===== config.mk =====
export PLATFORM = sky130hd
export DESIGN_NAME = hdmi_period_sequencer
export DESIGN_NICKNAME = d
export VERILOG_FILES = /design/src/rtl/hdmi_pkg.sv /design/src/rtl/tmds_video_encoder.sv /design/src/rtl/hdmi_period_sequencer.sv
export SDC_FILE = /design/constraint.sdc
export NUM_CORES = 1
export LEC_CHECK = 0
export BUFFER_PORTS_ARGS = -buffer_cell sky130_fd_sc_hd__buf_2
export CORE_AREA = 3 3 239 241
export CTS_CLUSTER_DIAMETER = 100
export DETAILED_ROUTE_END_ITERATION = 6
export DIE_AREA = 0 0 242 244
export GPL_TIMING_DRIVEN = 0
export PLACE_DENSITY = 0.56
export SYNTH_ARGS = -nofsm -noshare
export SYNTH_HDL_FRONTEND = slang
export SYNTH_HIERARCHICAL = 1
export SYNTH_SLANG_ARGS = --single-unit

===== constraint.sdc =====
create_clock -name pixelClock -period 7.7 [get_ports pixelClock]
set_input_delay 0 -clock pixelClock [delete_from_list [all_inputs] [get_ports pixelClock]]
set_output_delay 0 -clock pixelClock [all_outputs]
set_load 0.02 [all_outputs]

===== src/rtl/hdmi_pkg.sv =====
// hdmi_pkg: shared codes, preamble patterns and state type for the HDMI period sequencer.
package hdmi_pkg;
  localparam int PRE_LEN = 8;
  localparam int GB_LEN = 2;
  localparam int ISLAND_WAIT = 2;
  localparam logic [9:0] CTRL_00 = 10'b1101010100;
  localparam logic [9:0] CTRL_01 = 10'b0010101011;
  localparam logic [9:0] CTRL_10 = 10'b0101010100;
  localparam logic [9:0] CTRL_11 = 10'b1010101011;
  localparam logic [9:0] VGB_CH0 = 10'b1011001100;
  localparam logic [9:0] VGB_CH1 = 10'b0100110011;
  localparam logic [9:0] VGB_CH2 = 10'b1011001100;
  localparam logic [3:0] VIDEO_PREAMBLE = 4'b0001;
  localparam logic [3:0] ISLAND_PREAMBLE = 4'b0101;
  typedef enum logic [2:0] {CTRL, VPRE, VGB, VIDEO, IPRE, ISLAND} state_t;
  typedef struct packed {
    logic       de;
    logic       hs;
    logic       vs;
    logic       isl;
    logic [7:0] r;
    logic [7:0] g;
    logic [7:0] b;
    logic [9:0] ich0;
    logic [9:0] ich1;
    logic [9:0] ich2;
  } stage_t;
  function automatic logic [9:0] ctrl_code(input logic [1:0] c);
    return c == 2'b00 ? CTRL_00 : c == 2'b01 ? CTRL_01 : c == 2'b10 ? CTRL_10 : CTRL_11;
  endfunction
endpackage


===== src/rtl/tmds_video_encoder.sv =====
// tmds_video_encoder: DVI 8b/10b video encoder with running disparity; character is combinational, disparity registered.
module tmds_video_encoder (
  input  logic       pixelClock,
  input  logic       resetN,
  input  logic       clearDisparity,
  input  logic [7:0] videoData,
  output logic [9:0] videoChar
);
  logic [8:0] qm;
  logic [3:0] n1d, n1q;
  logic use_xnor, same;
  logic signed [5:0] bal, disp_q, disp_d;
  function automatic logic [7:0] prefix_xor(input logic [7:0] d);
    logic [7:0] p;
    p[0] = d[0];
    for (int i = 1; i < 8; i++) p[i] = p[i-1] ^ d[i];
    return p;
  endfunction
  // the XNOR chain equals the XOR chain with every odd bit inverted
  always_comb begin
    n1d = 4'($countones(videoData));
    use_xnor = n1d > 4'd4 || (n1d == 4'd4 && !videoData[0]);
    qm = {~use_xnor, prefix_xor(videoData) ^ (use_xnor ? 8'b10101010 : 8'b00000000)};
    n1q = 4'($countones(qm[7:0]));
    bal = $signed({1'b0, n1q, 1'b0}) - 6'sd8;
    same = disp_q[5] == bal[5];
    if (disp_q == '0 || bal == '0) begin
      videoChar = {~qm[8], qm[8], qm[8] ? qm[7:0] : ~qm[7:0]};
      disp_d = qm[8] ? disp_q + bal : disp_q - bal;
    end else if (same) begin
      videoChar = {1'b1, qm[8], ~qm[7:0]};
      disp_d = disp_q + $signed({4'b0000, qm[8], 1'b0}) - bal;
    end else begin
      videoChar = {1'b0, qm[8], qm[7:0]};
      disp_d = disp_q - $signed({4'b0000, ~qm[8], 1'b0}) + bal;
    end
  end
  always_ff @(posedge pixelClock) begin
    if (!resetN || clearDisparity) disp_q <= '0;
    else disp_q <= disp_d;
  end
endmodule


===== src/rtl/hdmi_period_sequencer.sv =====
// hdmi_period_sequencer: delays video, sync and island data by LATENCY clocks and
// selects control, preamble, guard-band, video or island characters per channel.
module hdmi_period_sequencer
  import hdmi_pkg::*;
#(
  parameter int LATENCY = PRE_LEN + GB_LEN
) (
  input  logic       pixelClock,
  input  logic       resetN,
  input  logic       videoEnable,
  input  logic       hSync,
  input  logic       vSync,
  input  logic [7:0] red,
  input  logic [7:0] green,
  input  logic [7:0] blue,
  input  logic       islandActive,
  input  logic [9:0] islandCh0,
  input  logic [9:0] islandCh1,
  input  logic [9:0] islandCh2,
  output logic [9:0] tmdsCh0,
  output logic [9:0] tmdsCh1,
  output logic [9:0] tmdsCh2,
  output logic       overlapError
);
  stage_t in_s, last;
  stage_t pipe_q [1:LATENCY];
  state_t state_q, state_d;
  logic [3:0] cnt_q, cnt_d, ctl;
  logic pend_q, pend_d, err_q, err_d;
  logic vid_rise, isl_rise, video_busy, island_busy, clear_disp;
  logic [9:0] enc0, enc1, enc2, ch0_q, ch1_q, ch2_q, ch0_d, ch1_d, ch2_d;
  assign in_s = '{de: videoEnable, hs: hSync, vs: vSync, isl: islandActive, r: red, g: green,
                  b: blue, ich0: islandCh0, ich1: islandCh1, ich2: islandCh2};
  assign last = pipe_q[LATENCY];
  assign vid_rise = videoEnable & ~pipe_q[1].de;
  assign isl_rise = islandActive & ~pipe_q[1].isl;
  assign video_busy = state_q inside {VPRE, VGB, VIDEO};
  assign island_busy = pend_q || state_q inside {IPRE, ISLAND};
  assign clear_disp = state_d != VIDEO;
  always_ff @(posedge pixelClock) begin
    if (!resetN) begin
      for (int k = 1; k <= LATENCY; k++) pipe_q[k] <= '0;
    end else begin
      pipe_q[1] <= in_s;
      for (int k = 2; k <= LATENCY; k++) pipe_q[k] <= pipe_q[k-1];
    end
  end
  // pend_q marks an island whose preamble starts ISLAND_WAIT clocks after its input rise
  always_comb begin
    state_d = state_q;
    pend_d = pend_q;
    err_d = err_q;
    unique case (state_q)
      CTRL:    if (pend_q && cnt_q == 4'(ISLAND_WAIT - 1)) begin
                 state_d = IPRE;
                 pend_d = 1'b0;
               end
      VPRE:    if (cnt_q == 4'(PRE_LEN - 1)) state_d = VGB;
      VGB:     if (cnt_q == 4'(GB_LEN - 1)) state_d = last.de ? VIDEO : CTRL;
      VIDEO:   if (!last.de) state_d = CTRL;
      IPRE:    if (cnt_q == 4'(PRE_LEN - 1)) state_d = last.isl ? ISLAND : CTRL;
      ISLAND:  if (!last.isl) state_d = CTRL;
      default: state_d = CTRL;
    endcase
    if (vid_rise && !video_busy) begin
      state_d = VPRE;
      pend_d = 1'b0;
      err_d = err_q | island_busy | isl_rise;
    end else if (isl_rise) begin
      err_d = err_q | video_busy | island_busy;
      pend_d = pend_q | ~(video_busy | island_busy);
    end
    cnt_d = (state_d != state_q || (pend_d && !pend_q)) ? 4'd0 : cnt_q + {3'b000, cnt_q != 4'hF};
  end
  always_ff @(posedge pixelClock) begin
    if (!resetN) begin
      state_q <= CTRL;
      cnt_q <= '0;
      pend_q <= 1'b0;
      err_q <= 1'b0;
    end else begin
      state_q <= state_d;
      cnt_q <= cnt_d;
      pend_q <= pend_d;
      err_q <= err_d;
    end
  end
  tmds_video_encoder u_enc0 (.pixelClock(pixelClock), .resetN(resetN), .clearDisparity(clear_disp),
                             .videoData(last.b), .videoChar(enc0));
  tmds_video_encoder u_enc1 (.pixelClock(pixelClock), .resetN(resetN), .clearDisparity(clear_disp),
                             .videoData(last.g), .videoChar(enc1));
  tmds_video_encoder u_enc2 (.pixelClock(pixelClock), .resetN(resetN), .clearDisparity(clear_disp),
                             .videoData(last.r), .videoChar(enc2));
  always_comb begin
    ctl = state_d == VPRE ? VIDEO_PREAMBLE : state_d == IPRE ? ISLAND_PREAMBLE : 4'b0000;
    ch0_d = state_d == VGB ? VGB_CH0 : state_d == VIDEO ? enc0 : state_d == ISLAND ? last.ich0 :
            ctrl_code({last.vs, last.hs});
    ch1_d = state_d == VGB ? VGB_CH1 : state_d == VIDEO ? enc1 : state_d == ISLAND ? last.ich1 :
            ctrl_code(ctl[1:0]);
    ch2_d = state_d == VGB ? VGB_CH2 : state_d == VIDEO ? enc2 : state_d == ISLAND ? last.ich2 :
            ctrl_code(ctl[3:2]);
  end
  always_ff @(posedge pixelClock) begin
    if (!resetN) begin
      ch0_q <= CTRL_00;
      ch1_q <= CTRL_00;
      ch2_q <= CTRL_00;
    end else begin
      ch0_q <= ch0_d;
      ch1_q <= ch1_d;
      ch2_q <= ch2_d;
    end
  end
  assign tmdsCh0 = ch0_q;
  assign tmdsCh1 = ch1_q;
  assign tmdsCh2 = ch2_q;
  assign overlapError = err_q;
endmodule


==> results.md <==
* Commonest non-fill, non-tap cell in the layout: dfxtp_1
* FMAX at 0.138 GHz
* R2R Path End: tmdsCh1[6]
* RR Startpoint: pipe_q[0][565]
* Hold wc startpoint: islandCh1[6]
* Ys Warns at 6
* #FFs+latches synth at roughly 630
* First-pass GRT wire length at between 60000 and 70000 um
* Die ar. at around 59000 um2
* TritonRoute pass-1 iters at 4
* Slew HR at 0.389
* Clock Skew at 0.0110 ns
* Seq/Total Area, Yosys at 0.575
* DIE WIDTH at between 200 and 250 um
* Wire per inst at 12.4 um
* Syn_area_per_cell at 11.2 um2
* Overall routing resource usage at 0.127
* Fin crit share at 0.944
* Clock-pin slew on the worst setup and hold paths at around 0.06 ns
* Crit path launch type: flop
* GRT Residual Overflow at 0
* WHS Path Cells at 3
* Post-detailed-placement half-perimeter wirelength at approximately 27000 um
* Final setup TNS at 0 ns
* DRC violations left at 0
* Initial core utilization at 0.401
* Pin count of the biggest net entering global routing at 17
* Overall Power at approximately 6.4 mW
* Met2 Track Usage GR at 0.222
* Hold Path Sink: pipe_q[0][16]
* Period minus WS final at around 7.3 ns
* Largest cells by area after synthesis: dfxtp_1 57%, and2_1 17%, ha_1 5.4%
* Post-Syn Instances at roughly 2.0k
* Final setup vio count at 0
* Critical path class: reg2reg
* EDFF count, synth at 0
* Most used DFF post-synth: dfxtp_1
* DIE HEIGHT at roughly 240 um
* IO Pins at 91
* Synth unique cells at 74
* Critical Path RT at around 8 ns
* Worst-Margin Slew at 0.917 ns
* Grt met1 use at 0.156
* Vias at 12.2k
* Number of global-route vias before repair at approximately 13k
* Slew Viols, Final at 0
* Routed wire length at between 30000 and 40000 um
* Yosys top cell area share at 0.575
* Placer congestion estimate at roughly 0.8
* Post-CTS Setup Repair Bufs at 0
* Cell row count at 86
* Hold Path Class: in2reg
* CTS root buf: clkbuf_16
* FF-to-FF path depth at 24
* Syn_nets at 2158
* Slowest-stage cell, CP: o21ai_1
* Area Growth Syn to Fin at 18.3%
* MaxCap Viol Count at 0
* Fraction of layout cells with a size suffix above 1 at 0.105
* Filler cells at between 5k and 6k
* Outcome: complete, no violations
* RSZ-0062 raised after global routing: false
* Critical-path cell list: fa_1, ha_1, fa_1, ha_1, fa_1, nor2_1, a21oi_1, or3_1, clkbuf_1, clkbuf_2, xnor2_1, fa_1, fa_1, fa_1, xnor2_1, inv_1, ha_1, inv_1, ha_1, a21oi_2, o21ai_1, xnor2_1, a22oi_1, o21ai_1
* Setup slack, reg-to-reg at roughly 0.43 ns
* Post-synthesis async set-or-reset flop share at 0
* Worst skew pair latency at about 0.60 ns
* TritonCTS sink count at between 600 and 700
* Most frequent cells in the layout: 634 x dfxtp_1, 587 x and2_1, 97 x inv_1
* CTS tree: built
* Cell mode on critical path: fa_1
* Antenna diodes at 0
* Crit-path max FO at 10
* Setup crit end kind: flop
* Power per Cell Area at approximately 250 nW/um2
* CTS buffer count at around 60
* Post-Syn Area at 22100 um2
* Remaining antenna violation count after routing at 0
* Final hold violations at 0
* Initial antenna violation count at 1
* Yosys top cell by area: dfxtp_1
* CTS max path bufs at 3
* Data arrival time of the critical path at roughly 8 ns
* Worst vdd ir at ~0.15 mV
* Final nets at around 2.4k
* Drt initial violations at approximately 290
* P_leak at about 11 nW
* Slowest stage delay, CP at 0.52 ns
* Port bufs at 90
* Top Usage Layer GRT: met2
* Vias per inst at 4.10
* Global routing usage on met3 at 0.0263
* Core Area at 55100 um2
* Htree depth at 2
-- routing by layer --
| metal | part of all wire | vias up |
|---|---|---|
| li1 | - | 6664 |
| met1 | 0.46 | 5295 |
| met2 | 0.48 | 188 |
| met3 | 0.040 | 76 |
| met4 | 0.026 | 0 |
| met5 | 0 | - |
-- per-stage QoR --
| stage | hold WS (ns) | instance area [um2] | setup slack (ns) | util | std cells |
|---|---|---|---|---|---|
| 6_report | 0.132 | 26100 | 0.431 | 0.474 | 2978 |
| 3_5_place_dp | 0.208 | 23500 | 0.00539 | 0.426 | 2811 |
| 4_1_cts | 0.0891 | 26100 | 0.0216 | 0.473 | 2978 |
| 3_3_place_gp | 0.206 | 23500 | 0.0278 | 0.426 | 2811 |
| 5_1_grt | 0.104 | 26100 | 0.00913 | 0.474 | 2978 |
| 2_1_floorplan | 0.122 | 22100 | 1.01 | - | 1973 |
-- timing repair --
action | in CTS | in global routing
setup endpoints to repair | 5 | 25
hold buffers | 59 | 0
gates resized for setup | 1 | 7
endpoints found under the hold margin | 74 | 0
-- worst max-delay path: cells and delay by family, from the launching register on --
kind | cells | cell delay (ns)
xor+xnor | 3 | 0.82
flops | 1 | 0.51
compound gates | 5 | 1.00
buf+inv | 4 | 0.62
simple gates | 2 | 0.45
fa+ha+maj | 10 | 3.76
-- final cells by class --
class                   count  area, um2  area share
plain buffers              88        364      0.0139
flip-flops and latches    634      12700       0.486
multi-input cells        1153       8700       0.333
clock inverters            18        234     0.00896
well taps                 748        936      0.0358
repair buffers            149       1040      0.0398
inverters                  98        370      0.0142
clock buffers              90       1790      0.0683
-- state kept, by name (all words and copies together) (netlist names) --
signal,flops
overlapError,1
pipe_q,580
pend_q,1
tmdsCh0,10
u_enc2/disp_q,5
u_enc1/disp_q,5
u_enc0/disp_q,5
state_q,3
tmdsCh2,10
tmdsCh1,10
cnt_q,4
-- power by group --
group          switching [mW]  total [mW]  leakage [nW]  internal [mW]
Combinational           0.104       0.193          5.00         0.0893
Clock                    1.15        2.88         0.991           1.73
Sequential             0.0151        3.35          5.14           3.34
-- cells by family after synthesis --
| kind of cell | Yosys count | share of synthesized area |
|---|---|---|
| AOI/OAI and AO/OA | 177 | 0.0542 |
| adders and majority gates | 125 | 0.0810 |
| and+or+nand+nor | 735 | 0.202 |
| muxes | 11 | 0.00504 |
| xor gates and xnor gates | 105 | 0.0501 |
| DFF | 634 | 0.575 |
| buffers and inverters | 186 | 0.0332 |
-- synthesized netlist by cell type, types with 4 or more instances --
| cell | n |
|---|---|
| fa_1 | 30 |
| a311oi_1 | 4 |
| o21ai_1 | 11 |
| a211oi_1 | 11 |
| nand3_1 | 14 |
| xnor2_1 | 60 |
| and2_1 | 587 |
| nand2_1 | 30 |
| a31oi_1 | 7 |
| clkbuf_1 | 75 |
| ha_1 | 95 |
| xnor2_2 | 4 |
| or3_1 | 5 |
| o22ai_1 | 4 |
| nand2b_1 | 8 |
| a21oi_1 | 45 |
| xor2_1 | 30 |
| mux2i_1 | 10 |
| nor2b_1 | 11 |
| buf_1 | 4 |
| or2_2 | 6 |
| a21o_1 | 16 |
| nor2_1 | 42 |
| dfxtp_1 | 634 |
| a22oi_1 | 4 |
| buf_2 | 5 |
| o21a_1 | 6 |
| o211ai_1 | 13 |
| inv_1 | 97 |
| nor3_1 | 8 |
| o21ai_0 | 19 |
| o31ai_1 | 5 |
-- worst max-delay path by stage --
stage,from,endpoint,cells after the start
after floorplan,pipe_q[0][565],tmdsCh1[4],22
after global placement,pipe_q[0][565],tmdsCh1[4],22
after detailed placement,pipe_q[0][565],tmdsCh1[4],22
after CTS,pipe_q[0][557],tmdsCh0[1],21
after global routing,pipe_q[0][557],tmdsCh0[0],21
final,pipe_q[0][565],tmdsCh1[6],24
Note: power is estimated with default switching activity, not from simulation.
